[config.mk]
export PLATFORM = sky130hd
export DESIGN_NAME = wb_stage_flat
export DESIGN_NICKNAME = d
export VERILOG_FILES = /design/src/rtl/wb_stage_if.sv /design/src/rtl/wb_stage.sv /design/src/flat_wrapper.sv
export SDC_FILE = /design/constraint.sdc
export NUM_CORES = 1
export LEC_CHECK = 0
export ABC_AREA = 1
export ABC_CLOCK_PERIOD_IN_PS = 1600
export CAP_MARGIN = 20
export CELL_PAD_IN_SITES_DETAIL_PLACEMENT = 0
export CELL_PAD_IN_SITES_GLOBAL_PLACEMENT = 2
export CORE_ASPECT_RATIO = 1.75
export CORE_MARGIN = 4
export CORE_UTILIZATION = 21
export CTS_CLUSTER_DIAMETER = 120
export DETAILED_ROUTE_END_ITERATION = 7
export GPL_ROUTABILITY_DRIVEN = 0
export HOLD_SLACK_MARGIN = 0.05
export PLACE_DENSITY_LB_ADDON = 0.1
export SLEW_MARGIN = 5
export SYNTH_ARGS = -nofsm -noshare
export SYNTH_HDL_FRONTEND = slang
export SYNTH_SLANG_ARGS = --single-unit
[constraint.sdc]
create_clock -name clk -period 1.6 [get_ports clk]
set_input_delay 0.16 -clock clk [delete_from_list [all_inputs] [get_ports clk]]
set_output_delay 0.16 -clock clk [all_outputs]
set_load 0.005 [all_outputs]
[src/rtl/wb_stage_if.sv]
// MEM->WB payload, data-SRAM return, regfile write port and trace debug bus for wb_stage.
// slave is the stage side; master is whoever drives MEM and observes commits.
interface wb_stage_if;
  logic        mem_valid;
  logic        mem_wen;
  logic [4:0]  mem_waddr;
  logic [31:0] mem_result;
  logic [2:0]  mem_ltype;
  logic [31:0] mem_rt_data;
  logic [31:0] mem_pc;
  logic        stall_mem;
  logic        flush;
  logic [31:0] data_rdata;
  logic        data_ok;
  logic        we;
  logic [4:0]  waddr;
  logic [31:0] wdata;
  logic        wb_stallreq;
  logic [31:0] debug_wb_pc;
  logic [3:0]  debug_wb_rf_wen;
  logic [4:0]  debug_wb_rf_wnum;
  logic [31:0] debug_wb_rf_wdata;

  modport slave (
    input  mem_valid, mem_wen, mem_waddr, mem_result, mem_ltype, mem_rt_data, mem_pc,
    input  stall_mem, flush, data_rdata, data_ok,
    output we, waddr, wdata, wb_stallreq,
    output debug_wb_pc, debug_wb_rf_wen, debug_wb_rf_wnum, debug_wb_rf_wdata
  );

  modport master (
    output mem_valid, mem_wen, mem_waddr, mem_result, mem_ltype, mem_rt_data, mem_pc,
    output stall_mem, flush, data_rdata, data_ok,
    input  we, waddr, wdata, wb_stallreq,
    input  debug_wb_pc, debug_wb_rf_wen, debug_wb_rf_wnum, debug_wb_rf_wdata
  );
endinterface

[src/rtl/wb_stage.sv]
// MIPS write-back stage: MEM/WB register, load-data extraction/merge and regfile commit.
// Stalls the pipeline while a captured load still waits for its data_ok pulse.
//
// state   | meaning
// --------+------------------------------------------------------------
// PS_IDLE | WB holds a bubble or a non-load; nothing outstanding
// PS_WAIT | WB holds a valid load whose data word has not yet returned
module wb_stage (
  input  logic       clk,
  input  logic       resetn,
  wb_stage_if.slave  bus
);

  typedef enum logic {PS_IDLE, PS_WAIT} pend_state_t;

  localparam logic [2:0] LT_NONE = 3'd0;
  localparam logic [2:0] LT_LB   = 3'd1;
  localparam logic [2:0] LT_LBU  = 3'd2;
  localparam logic [2:0] LT_LH   = 3'd3;
  localparam logic [2:0] LT_LHU  = 3'd4;
  localparam logic [2:0] LT_LW   = 3'd5;
  localparam logic [2:0] LT_LWL  = 3'd6;
  localparam logic [2:0] LT_LWR  = 3'd7;

  pend_state_t state, state_nxt;

  logic        valid_q;
  logic        wen_q;
  logic [4:0]  waddr_q;
  logic [31:0] result_q;
  logic [2:0]  ltype_q;
  logic [31:0] rt_data_q;
  logic [31:0] pc_q;

  logic        stallreq;
  logic        capture_valid;
  logic        cmt;
  logic        we_int;
  logic [31:0] wdata_int;
  logic [3:0]  mask_int;

  // A held load ignores flush/stall_mem: it is already ordered for commit.
  assign stallreq      = valid_q & (state == PS_WAIT) & ~bus.data_ok;
  assign capture_valid = bus.mem_valid & ~bus.flush & ~bus.stall_mem;

  always_ff @(posedge clk or negedge resetn) begin
    if (!resetn) begin
      state <= PS_IDLE;
    end else begin
      state <= state_nxt;
    end
  end

  always_comb begin
    state_nxt = state;
    if (!stallreq) begin
      if (capture_valid && (bus.mem_ltype != LT_NONE)) begin
        state_nxt = PS_WAIT;
      end else begin
        state_nxt = PS_IDLE;
      end
    end
  end

  always_ff @(posedge clk or negedge resetn) begin
    if (!resetn) begin
      valid_q   <= 1'b0;
      wen_q     <= 1'b0;
      waddr_q   <= 5'd0;
      result_q  <= 32'd0;
      ltype_q   <= LT_NONE;
      rt_data_q <= 32'd0;
      pc_q      <= 32'd0;
    end else if (!stallreq) begin
      if (capture_valid) begin
        valid_q   <= 1'b1;
        wen_q     <= bus.mem_wen;
        waddr_q   <= bus.mem_waddr;
        result_q  <= bus.mem_result;
        ltype_q   <= bus.mem_ltype;
        rt_data_q <= bus.mem_rt_data;
        pc_q      <= bus.mem_pc;
      end else begin
        valid_q   <= 1'b0;
        wen_q     <= 1'b0;
        waddr_q   <= 5'd0;
        result_q  <= 32'd0;
        ltype_q   <= LT_NONE;
        rt_data_q <= 32'd0;
        pc_q      <= 32'd0;
      end
    end
  end

  logic [1:0]  k;
  logic [1:0]  kl;
  logic [4:0]  sh_r;
  logic [4:0]  sh_l;
  logic [31:0] m_shr;
  logic [7:0]  ld_byte;
  logic [15:0] ld_half;

  assign k       = result_q[1:0];
  assign kl      = 2'd3 - k;
  assign sh_r    = {k, 3'b000};
  assign sh_l    = {kl, 3'b000};
  assign m_shr   = bus.data_rdata >> sh_r;
  assign ld_byte = m_shr[7:0];
  assign ld_half = k[1] ? bus.data_rdata[31:16] : bus.data_rdata[15:0];

  always_comb begin
    wdata_int = result_q;
    mask_int  = 4'b1111;
    case (ltype_q)
      LT_LB:  wdata_int = {{24{ld_byte[7]}}, ld_byte};
      LT_LBU: wdata_int = {24'd0, ld_byte};
      LT_LH:  wdata_int = {{16{ld_half[15]}}, ld_half};
      LT_LHU: wdata_int = {16'd0, ld_half};
      LT_LW:  wdata_int = bus.data_rdata;
      LT_LWL: begin
        wdata_int = (bus.data_rdata << sh_l) | (rt_data_q & ~(32'hFFFF_FFFF << sh_l));
        mask_int  = 4'b1111 << kl;
      end
      LT_LWR: begin
        wdata_int = m_shr | (rt_data_q & ~(32'hFFFF_FFFF >> sh_r));
        mask_int  = 4'b1111 >> k;
      end
      default: begin
        wdata_int = result_q;
        mask_int  = 4'b1111;
      end
    endcase
  end

  assign cmt    = valid_q & ((ltype_q == LT_NONE) | bus.data_ok);
  assign we_int = cmt & wen_q & (waddr_q != 5'd0);

  assign bus.we                = we_int;
  assign bus.waddr             = waddr_q;
  assign bus.wdata             = wdata_int;
  assign bus.wb_stallreq       = stallreq;
  assign bus.debug_wb_pc       = valid_q ? pc_q : 32'd0;
  assign bus.debug_wb_rf_wen   = we_int ? mask_int : 4'b0000;
  assign bus.debug_wb_rf_wnum  = waddr_q;
  assign bus.debug_wb_rf_wdata = wdata_int;

endmodule

[src/flat_wrapper.sv]
// flat-port wrapper written by rule: the top's interface ports become plain ports
module wb_stage_flat 
  (clk, resetn, bus_mem_valid, bus_mem_wen, bus_mem_waddr, bus_mem_result, bus_mem_ltype, bus_mem_rt_data, bus_mem_pc, bus_stall_mem, bus_flush, bus_data_rdata, bus_data_ok, bus_we, bus_waddr, bus_wdata, bus_wb_stallreq, bus_debug_wb_pc, bus_debug_wb_rf_wen, bus_debug_wb_rf_wnum, bus_debug_wb_rf_wdata);
  wb_stage_if bus_i ();
  input  logic clk;
  input  logic resetn;
  input wire logic [$bits(bus_i.mem_valid)-1:0] bus_mem_valid;
  input wire logic [$bits(bus_i.mem_wen)-1:0] bus_mem_wen;
  input wire logic [$bits(bus_i.mem_waddr)-1:0] bus_mem_waddr;
  input wire logic [$bits(bus_i.mem_result)-1:0] bus_mem_result;
  input wire logic [$bits(bus_i.mem_ltype)-1:0] bus_mem_ltype;
  input wire logic [$bits(bus_i.mem_rt_data)-1:0] bus_mem_rt_data;
  input wire logic [$bits(bus_i.mem_pc)-1:0] bus_mem_pc;
  input wire logic [$bits(bus_i.stall_mem)-1:0] bus_stall_mem;
  input wire logic [$bits(bus_i.flush)-1:0] bus_flush;
  input wire logic [$bits(bus_i.data_rdata)-1:0] bus_data_rdata;
  input wire logic [$bits(bus_i.data_ok)-1:0] bus_data_ok;
  output wire logic [$bits(bus_i.we)-1:0] bus_we;
  output wire logic [$bits(bus_i.waddr)-1:0] bus_waddr;
  output wire logic [$bits(bus_i.wdata)-1:0] bus_wdata;
  output wire logic [$bits(bus_i.wb_stallreq)-1:0] bus_wb_stallreq;
  output wire logic [$bits(bus_i.debug_wb_pc)-1:0] bus_debug_wb_pc;
  output wire logic [$bits(bus_i.debug_wb_rf_wen)-1:0] bus_debug_wb_rf_wen;
  output wire logic [$bits(bus_i.debug_wb_rf_wnum)-1:0] bus_debug_wb_rf_wnum;
  output wire logic [$bits(bus_i.debug_wb_rf_wdata)-1:0] bus_debug_wb_rf_wdata;
  assign bus_i.mem_valid = bus_mem_valid;
  assign bus_i.mem_wen = bus_mem_wen;
  assign bus_i.mem_waddr = bus_mem_waddr;
  assign bus_i.mem_result = bus_mem_result;
  assign bus_i.mem_ltype = bus_mem_ltype;
  assign bus_i.mem_rt_data = bus_mem_rt_data;
  assign bus_i.mem_pc = bus_mem_pc;
  assign bus_i.stall_mem = bus_stall_mem;
  assign bus_i.flush = bus_flush;
  assign bus_i.data_rdata = bus_data_rdata;
  assign bus_i.data_ok = bus_data_ok;
  assign bus_we = bus_i.we;
  assign bus_waddr = bus_i.waddr;
  assign bus_wdata = bus_i.wdata;
  assign bus_wb_stallreq = bus_i.wb_stallreq;
  assign bus_debug_wb_pc = bus_i.debug_wb_pc;
  assign bus_debug_wb_rf_wen = bus_i.debug_wb_rf_wen;
  assign bus_debug_wb_rf_wnum = bus_i.debug_wb_rf_wnum;
  assign bus_debug_wb_rf_wdata = bus_i.debug_wb_rf_wdata;
  wb_stage u_core (.clk(clk), .resetn(resetn), .bus(bus_i));
endmodule
; After elaboration in Yosys (flattened, before gate mapping)
; Index checks and enable logic that the tools add are counted.
[word_totals]
regBits = 107
latchBits = 0
mem_bits_rw = 0
rom_bits = 0
inputBits = 143
out_inout_bits = 112
elab_cells = 56
n_memories = 0
[op_classes]
add_sub_neg = 1
n_mul = 0
n_div = 0
order_cmp = 0
eq_ne = 7
n_shift = 6
mux = 13
bitwise_logic = 17
reduce_logical = 4
[ops]
columns = op, count
row1 = $pmux 32 s7, 1
row2 = $mux 32, 4
row3 = $and 32x32->32, 2
row4 = $not 32->32, 2
row5 = $or 32x32->32, 2
row6 = $shl 32x5->32, 1
row7 = $shl 32x5->32 const A, 1
row8 = $shr 32x5->32, 1
row9 = $shr 32x5->32 const A, 1
row10 = $mux 16, 1
row11 = $eq 3x3->1 const B, 4
row12 = $pmux 4 s2, 1
row13 = $and 1x1->1, 7
row14 = $eq 3x2->1 const B, 2
row15 = $mux 5, 1
row16 = $reduce_bool 5->1, 1
row17 = $mux 4, 1
row18 = $shl 4x2->4 const A, 1
row19 = $shr 4x2->4 const A, 1
row20 = $eq 3x1->1 const B, 1
row21 = $logic_not 3->1, 1
row22 = $mux 1, 3
row23 = $mux 3, 1
row24 = $not 1->1, 3
row25 = 4 further kinds, 4

; Longest topological paths before layout
; Gate-level depths: netlist of the first run.
[logic_depth]
depth_word = 6
depth_mapped = 13
mapped_depth_nobuf = 9

; Worst setup path after synthesis of the first run
; Ideal clock, no wire load.
[synth_timing]
path_type = flip-flop to output port
startpoint = register u_core.result_q[0]
endpoint = output bus_wdata[5]
arrival_ns = 1.435
required_time_ns = 1.440
slack_ns = 0.005
path_stages_with_launch = 14
n_path_buf = 4
cell_sequence = dfrtp_1 buf_2 inv_2 buf_6 buf_4 nand2_1 nand2_1 nand2_1 nand2_1 nand2_1 nand2_1 nor2_1 nor2_1 buf_4
[synth_between]
elab_chain_len = 6
elab_cells_between_ends = 12
cone_classes = add/sub: 1 / shift: 4 / mux: 1 / bitwise: 6
[synth_rtl]
columns = item, line
row1 = from (decl), wb_stage.sv:30  ; logic [31:0] result_q;
row2 = from (signal assigned), wb_stage.sv:79  ; result_q <= bus.mem_result;
row3 = $sub 2x2->2, wb_stage.sv:104  ; assign kl = 2'd3 - k;
row4 = $shl 32x5->32, wb_stage.sv:121  ; wdata_int = (bus.data_rdata << sh_l) | (rt_data_q & ~(32'hFFFF_FFFF << sh_l));
row5 = $not 32->32, wb_stage.sv:121
row6 = $and 32x32->32, wb_stage.sv:121
row7 = $or 32x32->32, wb_stage.sv:121
row8 = $pmux 32 s7 (*), wb_stage.sv:114  ; case (ltype_q)
row9 = to (decl), flat_wrapper.sv:20  ; output wire logic [$bits(bus_i.wdata)-1:0] bus_wdata;
; Mark *: on every way between the ends. The rest lies on a longest branch, timed or not.

; Final worst setup path of the first run
[layout_timing]
startpoint = register u_core.result_q[1]
endpoint = output bus_debug_wb_rf_wdata[24]
[layout_between]
elab_chain_len = 6
elab_cells_between_ends = 13
cone_classes = add/sub: 1 / shift: 4 / mux: 2 / bitwise: 6
[layout_rtl]
columns = item, line
row1 = $sub 2x2->2, wb_stage.sv:104
row2 = $shl 32x5->32, wb_stage.sv:121
row3 = $not 32->32, wb_stage.sv:121
row4 = $and 32x32->32, wb_stage.sv:121
row5 = $or 32x32->32, wb_stage.sv:121
row6 = $pmux 32 s7 (*), wb_stage.sv:114
row7 = to (decl), flat_wrapper.sv:25  ; output wire logic [$bits(bus_i.debug_wb_rf_wdata)-1:0] bus_debug_wb_rf_wdata;
; Marks and branches as above.

==> results of run 1 <==
[cell type report]
class | instances | area share
Timing Repair Buffer | 494 | 0.352
Inverter | 99 | 0.0311
Clock inverter | 6 | 0.00450
Clock buffer | 10 | 0.0179
Sequential cell | 107 | 0.201
Tap cell | 455 | 0.0427
Multi-Input combinational cell | 815 | 0.351
[layout by cell type, fill, tap and decap left out, types with 5 or more instances in the layout]
cell type        netlist  layout
a21oi_2                0      15
buf_12                 0      27
buf_2                 42      64
buf_4                 40     134
buf_6                  1      73
buf_8                  0       9
clkbuf_16              0      10
clkbuf_2               0      14
clkdlybuf4s15_1        0      17
clkdlybuf4s50_1        0     149
dfrtp_1              107     102
dfrtp_2                0       5
inv_1                 93      78
inv_2                  5      12
inv_4                  0       5
nand2_1              452     349
nand2_2                3      72
nand2_4                0      31
nand3_1              182     129
nand3_2                1      45
nand3_4                0       9
nand4_1                8       8
nor2_1                61      21
nor2_2                 2      19
nor2_4                 1      24
o211ai_1              15      15
o21ai_0               60      43
o21ai_1                0       8
o21ai_2                1       8
[logic make-up (layout without fill, tap and decap cells)]
kind of cell    Yosys count  in the layout  synth area share
compound gates          101            101            0.0786
buf+inv                 204            609             0.136
flops                   107            107             0.373
simple gates            714            714             0.412
[flip-flops by register name, indices dropped and copies added, names as in the netlist]
name                         count
u_core.bus.debug_wb_rf_wnum      5
u_core.ltype_q                   3
u_core.pc_q                     32
u_core.result_q                 32
u_core.rt_data_q                32
u_core.state                     1
u_core.valid_q                   1
u_core.wen_q                     1
[power by group through the flow]
stage	Sequential [uW]	Combinational [uW]	Clock, uW
2_1_floorplan	2860	475	0
3_3_place_gp	2860	1470	0
3_5_place_dp	2870	1470	0
4_1_cts	2820	1660	2540
5_1_grt	2830	1820	2610
6_report	2820	1670	2400
[worst max path at each step]
stage / from / end / slack (ns)
after floorplan: u_core.result_q[0] / bus_wdata[5] / 0.005
after global placement: bus_data_rdata[15] / bus_wdata[29] / -0.76
after detailed placement: bus_data_rdata[15] / bus_debug_wb_rf_wdata[29] / -0.78
after CTS: u_core.result_q[1] / bus_debug_wb_rf_wdata[24] / -0.71
after global routing: u_core.result_q[1] / bus_debug_wb_rf_wdata[24] / -0.70
final: u_core.result_q[1] / bus_debug_wb_rf_wdata[24] / -0.65
[through the flow]
step                hold WS, ns  TNS (ns)   util
floorplan                -0.136         0      -
global placement          0.176    -45.66  0.335
detailed placement        0.177    -46.92  0.335
CTS                       0.300    -41.14  0.385
global route              0.313    -43.51  0.395
finish                    0.328    -37.14  0.395
[what timing repair did]
| action | in CTS | in global routing |
|---|---|---|
| pin swaps | 128 | 67 |
| setup buffers | 50 | 17 |
| hold buffers | 1 | 0 |
| cloned | 7 | 1 |
| resized for setup | 685 | 140 |
| endpoints found under the hold margin | 107 | 0 |
| endpoints found under the setup margin | 104 | 97 |
[worst reg2reg max path, stage by stage, from the launching register on]
cell and delay [ns]:
dfrtp_1 0.40, buf_6 0.13, buf_4 0.13, nand3_4 0.08, buf_4 0.30, nand3_1 0.19, o21ai_0 0.14
[metal layers]
metal,GRT usage,share of wire,up-vias,wire length [um]
li1,-,-,4329,-
met1,0.210,0.36,4172,13500
met2,0.390,0.57,208,21500
met3,0.0411,0.046,33,1740
met4,0.0741,0.031,2,1170
met5,0,0.00034,-,13
==> impl_results.md, run 1 <==
- Post-synth EDFFs: 0
- Power share of the clock group: 0.348
- Req. time, crit path: roughly 1.4 ns
- R2R setup slack: roughly 0.13 ns
- CP peak stage delay: about 0.44 ns
- Max frequency: 0.445 GHz
- Post-Synthesis Cells: roughly 1.1k
- Worst Hold Class: in -> reg
- Initial core utilization: 0.213
- Final ANT Viol Nets: 0
- Via density: ~4.4
- CP Capture Type: output port
- Switching share of power: 0.305
- Multi-input logic area: 0.00468 mm^2
- Crit Reg-Reg Startpoint: u_core.valid_q
- Die area: between 0.03 and 0.04 mm^2
- Hold endpoint: u_core.pc_q[17]
- Fin. max-slew vios: 0
- Final min period: approximately 2.2 ns
- Core Region: 0.0337 mm^2
- Root Buffer Master: clkbuf_16
- RSZ-0062 raised after global routing: yes
- Clock transition at path regs: about 0.080 ns
- Yosys top cell by area: dfrtp_1
- Post-DP Area: roughly 0.011 mm^2
- Avg Cell Area, Syn: 6.37 um^2
- Final setup violation count: between 60 and 70
- Critical path class: reg -> out
- Yosys warns: 0
- Die H: ~250 um
- WP depth: 10
- Final std cells w/o fill: about 2.0k
- CTS tree: yes
- H-tree depth: 3
- Clk Latency, worst-skew pair: approximately 0.38 ns
- Layout area overhead: 85.8%
- Port Buffers: between 200 and 300
- Worst Hold Depth: 3
- Int Power: ~4800 uW
- Crit path arrival time: 2.09 ns
- Mapped Area: 0.00718 mm^2
- Initial antenna violation count: 1
- Async set-or-reset flop fraction in the synthesized netlist: 1.00
- Worst r2r dst: u_core.result_q[0]
- Dpl ws: -0.783 ns
- Violated checks: setup timing
- Pre-antenna DRT Iters: 4
- Cts bufs inserted: 9
- Least-Margin Pin Slew: roughly 0.45 ns
- Static leakage: 0.00696 uW
- Post-route cell area: about 0.013 mm^2
- Worst-path fanout max: 5
- Die Span X: between 100 and 150 um
- Site Rows: about 90
- WP buf/inv: 5
- Worst Slack Setup Final: -0.645 ns
- Number of synthesized register bits: about 110
- First-pass GRT wire length: roughly 56 mm
- Max Cap Viol: 0
- CP Launch Type: register
- Hold path startpoint: bus_mem_pc[17]
- Hpwl dp: 28.9 mm
- Clk sinks: between 100 and 150
- Outcome: finished with violations
- Slew headroom: 0.703
- Switching power: 2100 uW
- Routed WL: roughly 38 mm
- R2R depth: 6
- PwrDens: 516 mW/mm^2
- Flop pwr share: 0.409
- Tot Pwr: ~6900 uW
- Antenna cells: 0
- Vias: around 9k
- Average wire per standard cell: 19.1 um
- Period utilization: 1.40
- Ys flop type: dfrtp_1
- Grt ovf: 0
- Register area share after synthesis: 0.373
- CTS Buffer Depth: 2
- Final #Nets: ~1.7k
- FF+latch area: 0.00268 mm^2
- Synth top area share: 0.373
- Cells taking the most area after synthesis: dfrtp_1 37%, nand2_1 24%, nand3_1 13%
- Vias in the first global route: approximately 9.2k
- Filler cells: 3678
- Slowest cell on the critical path: dfrtp_2
- Logic gate share of total power: 0.243
- Remaining DRCs: 0
- CP top delay family: buffers and inverters
- IR drop worst, VDD: between 0.4 and 0.5 mV
- CP Cell Sequence: buf_12 -> buf_16 -> nor2_4 -> buf_6 -> buf_6 -> o211ai_1 -> nand3_4 -> nor2_4 -> nand2_2 -> buf_2
- I/O pin total: 255
- Detailed Route Iter0 Violations: just over 300
- GRT Total Usage: 0.201
- Top cells by count, synth: 452 x nand2_1, 182 x nand3_1, 107 x dfrtp_1
- Fraction of layout cells with a size suffix above 1: 0.393
- Clock skew: between 0.005 and 0.006 ns
- Dpl cells: ~1.9k
- Syn Nets: 1269
- Most common cell in the netlist: nand2_1
- Distinct cells, synth: 25
- Largest net degree at the start of global routing: 66
- Final-report hold violation count: 0
No activity file was read; power rests on OpenSTA's default activity.
==> run 2, diff against run 1 <==
PLACE_DENSITY = 0.85   (was default)
PLACE_DENSITY_LB_ADDON = default   (was 0.1)
==> impl_results.md, run 2 (synthesis gave the netlist of run 1 again) <==
- Outcome: finished with violations (unchanged)
- Violated checks: setup timing (unchanged)
- Layout area overhead: 86.2% (was 85.8%)
- Largest net degree at the start of global routing: 65 (was 66)
- Clk Latency, worst-skew pair: 0.37 ns (was 0.38 ns)
- Fin. max-slew vios: 0 (unchanged)
- Req. time, crit path: 1.44 ns (about the same)
- Static leakage: 0.00697 uW (was 0.00696 uW)
- R2R depth: 8 (was 6)
- H-tree depth: 3 (unchanged)
- CTS Buffer Depth: 2 (unchanged)
- Critical path class: reg -> out (unchanged)
- PwrDens: 513 mW/mm^2 (was 516 mW/mm^2)
- Final-report hold violation count: 0 (unchanged)
- Max Cap Viol: 0 (unchanged)
- Worst r2r dst: u_core.result_q[6] (was u_core.result_q[0])
- Crit path arrival time: 2.13 ns (was 2.09 ns)
- Vias in the first global route: 9471 (was 9154)
- Least-Margin Pin Slew: 0.408 ns (was 0.445 ns)
- Grt ovf: 0 (unchanged)
- Die Span X: 148 um (unchanged)
- Root Buffer Master: clkbuf_16 (unchanged)
- Worst Slack Setup Final: -0.690 ns (was -0.645 ns)
- IR drop worst, VDD: 0.513 mV (was 0.484 mV)
- Final ANT Viol Nets: 0 (unchanged)
- Average wire per standard cell: 18.6 um (was 19.1 um)
- Clk sinks: 107 (unchanged)
- CP Launch Type: register (unchanged)
- Final min period: 2.29 ns (was 2.25 ns)
- Die H: 253 um (unchanged)
- Initial antenna violation count: 4 (was 1)
- Slew headroom: 0.728 (was 0.703)
- I/O pin total: 255 (unchanged)
- Site Rows: 89 (unchanged)
- CP Capture Type: output port (unchanged)
- Dpl cells: 1898 (was 1910)
- Setup TNS: -41.45 ns (was -37.14 ns)
- Final #Nets: 1670 (was 1669)
- R2R setup slack: 0.13 ns (about the same)
- Clock skew: 0.00866 ns (was 0.00560 ns)
- Worst Hold Class: in -> async (was in -> reg)
- GRT Total Usage: 0.194 (was 0.201)
- Remaining DRCs: 0 (unchanged)
- Detailed Route Iter0 Violations: 491 (was 305)
- Period utilization: 1.43 (was 1.40)
- Pre-antenna DRT Iters: 6 (was 4)
- Die area: 0.0373 mm^2 (unchanged)
- Cts bufs inserted: 9 (unchanged)
- Tot Pwr: 6860 uW (was 6890 uW)
- Clock transition at path regs: 0.08 ns (about the same)
- Final setup violation count: 72 (was 69)
- Largest registers: u_core.pc_q: 32 flops, u_core.result_q: 32 flops, u_core.rt_data_q: 32 flops (unchanged)
- Critical path launch point: u_core.ltype_q[0] (was u_core.result_q[1])
- RSZ-0062 raised after global routing: yes (unchanged)
- Most frequent cells in the layout: 338 x nand2_1, 150 x buf_4, 148 x clkdlybuf4s50_1, 137 x nand3_1, 102 x dfrtp_1 (was 349 x nand2_1, 149 x clkdlybuf4s50_1, 134 x buf_4, 129 x nand3_1, 102 x dfrtp_1)
- Critical Path End: bus_wdata[23] (was bus_debug_wb_rf_wdata[24])
- Crit Reg-Reg Startpoint: u_core.valid_q (unchanged)
- Routed WL: 37.0 mm (was 37.9 mm)
- Port Buffers: 254 (unchanged)
- Vias: 8995 (was 8744)
- Hpwl dp: 27.6 mm (was 28.9 mm)
- Max frequency: 0.437 GHz (was 0.445 GHz)
- CTS tree: yes (unchanged)
- First-pass GRT wire length: 54.7 mm (was 56.2 mm)
- Final std cells w/o fill: 1992 (was 1986)
- Initial core utilization: 0.213 (unchanged)
- Worst hold margin: 0.228 ns (was 0.328 ns)
- Worst-path fanout max: 9 (was 5)
- Most common cell after layout, fill and taps aside: nand2_1 (unchanged)
- Core Region: 0.0337 mm^2 (unchanged)
- Via density: 4.52 (was 4.40)
- Post-layout util: 0.396 (was 0.395)
- Fraction of layout cells with a size suffix above 1: 0.396 (was 0.393)
==> run 2: changes by cell type in the layout (fill, tap and decap cells not counted), moves of 4 or more <==
cell / before / now
nand3_4: 9 / 17
nand3_2: 45 / 29
a21oi_1: 0 / 4
buf_4: 134 / 150
clkdlybuf4s15_1: 17 / 7
nand2_4: 31 / 41
nand3_1: 129 / 137
nand2_1: 349 / 338
a21oi_2: 15 / 10
diode_2: 0 / 5
o21ai_1: 8 / 13
==> run 2: power breakdown <==
part           internal (uW)  leakage, uW  switching (uW)  total (uW)
sequential              2770      0.00146            54.7        2830
clock                   1170     0.000144            1150        2320
combinational            905      0.00537             803        1710
total                   4850      0.00697            2010        6860
==> run 2: routing by layer <==
metal | track usage | share of wire | vias up
met5 | 0 | 0 | -
met4 | 0.168 | 0.090 | 0
met3 | 0.0312 | 0.040 | 112
met2 | 0.353 | 0.53 | 296
met1 | 0.187 | 0.34 | 4251
li1 | - | - | 4336
==> run 2: how the worst min path moves through the flow <==
| stage | from | endpoint | slack, ns | depth (start not counted) |
|---|---|---|---|---|
| detailed placement | resetn | u_core.result_q[4] | 0.09 | 1 |
| global placement | resetn | u_core.result_q[4] | 0.08 | 1 |
| floorplan | resetn | u_core.bus.debug_wb_rf_wnum[0] | -0.14 | 0 |
| global route | resetn | u_core.result_q[4] | 0.23 | 2 |
| finish | resetn | u_core.result_q[4] | 0.23 | 2 |
| CTS | resetn | u_core.result_q[4] | 0.23 | 2 |
==> run 2: stage by stage <==
stage	area [um^2]	setup WS [ns]
5_1_grt	13400	-0.793
3_5_place_dp	11100	-0.863
3_3_place_gp	11100	-0.882
2_1_floorplan	7180	0.00540
6_report	13400	-0.690
4_1_cts	12600	-0.784
==> run 2: cell type report <==
type	count	area (um^2)
clock inverters	5	45.0
well taps	455	569
multi-input cells	816	4770
inverters	99	395
fillers	3519	20400
flip-flops and latches	107	2680
diodes	5	12.5
repair buffers	494	4640
clock buffers	11	253
==> run 2: worst max-delay path, stage by stage, from the launching register on <==
cell     delay, ns
dfrtp_2       0.48
buf_4         0.16
nand3_2       0.10
inv_1         0.07
buf_6         0.15
nand2_1       0.12
nand3_2       0.11
nor2_4        0.22
nand3_4       0.11
buf_6         0.13
buf_6         0.10
==> run 2: timing repair <==
action / CTS / global route
hold buffers: 1 / 0
setup endpoints to repair: 104 / 139
resized for setup: 588 / 259
buffers inserted: 53 / 21
pin swaps: 94 / 109
gates cloned: 7 / 0
endpoints found under the hold margin: 73 / 0
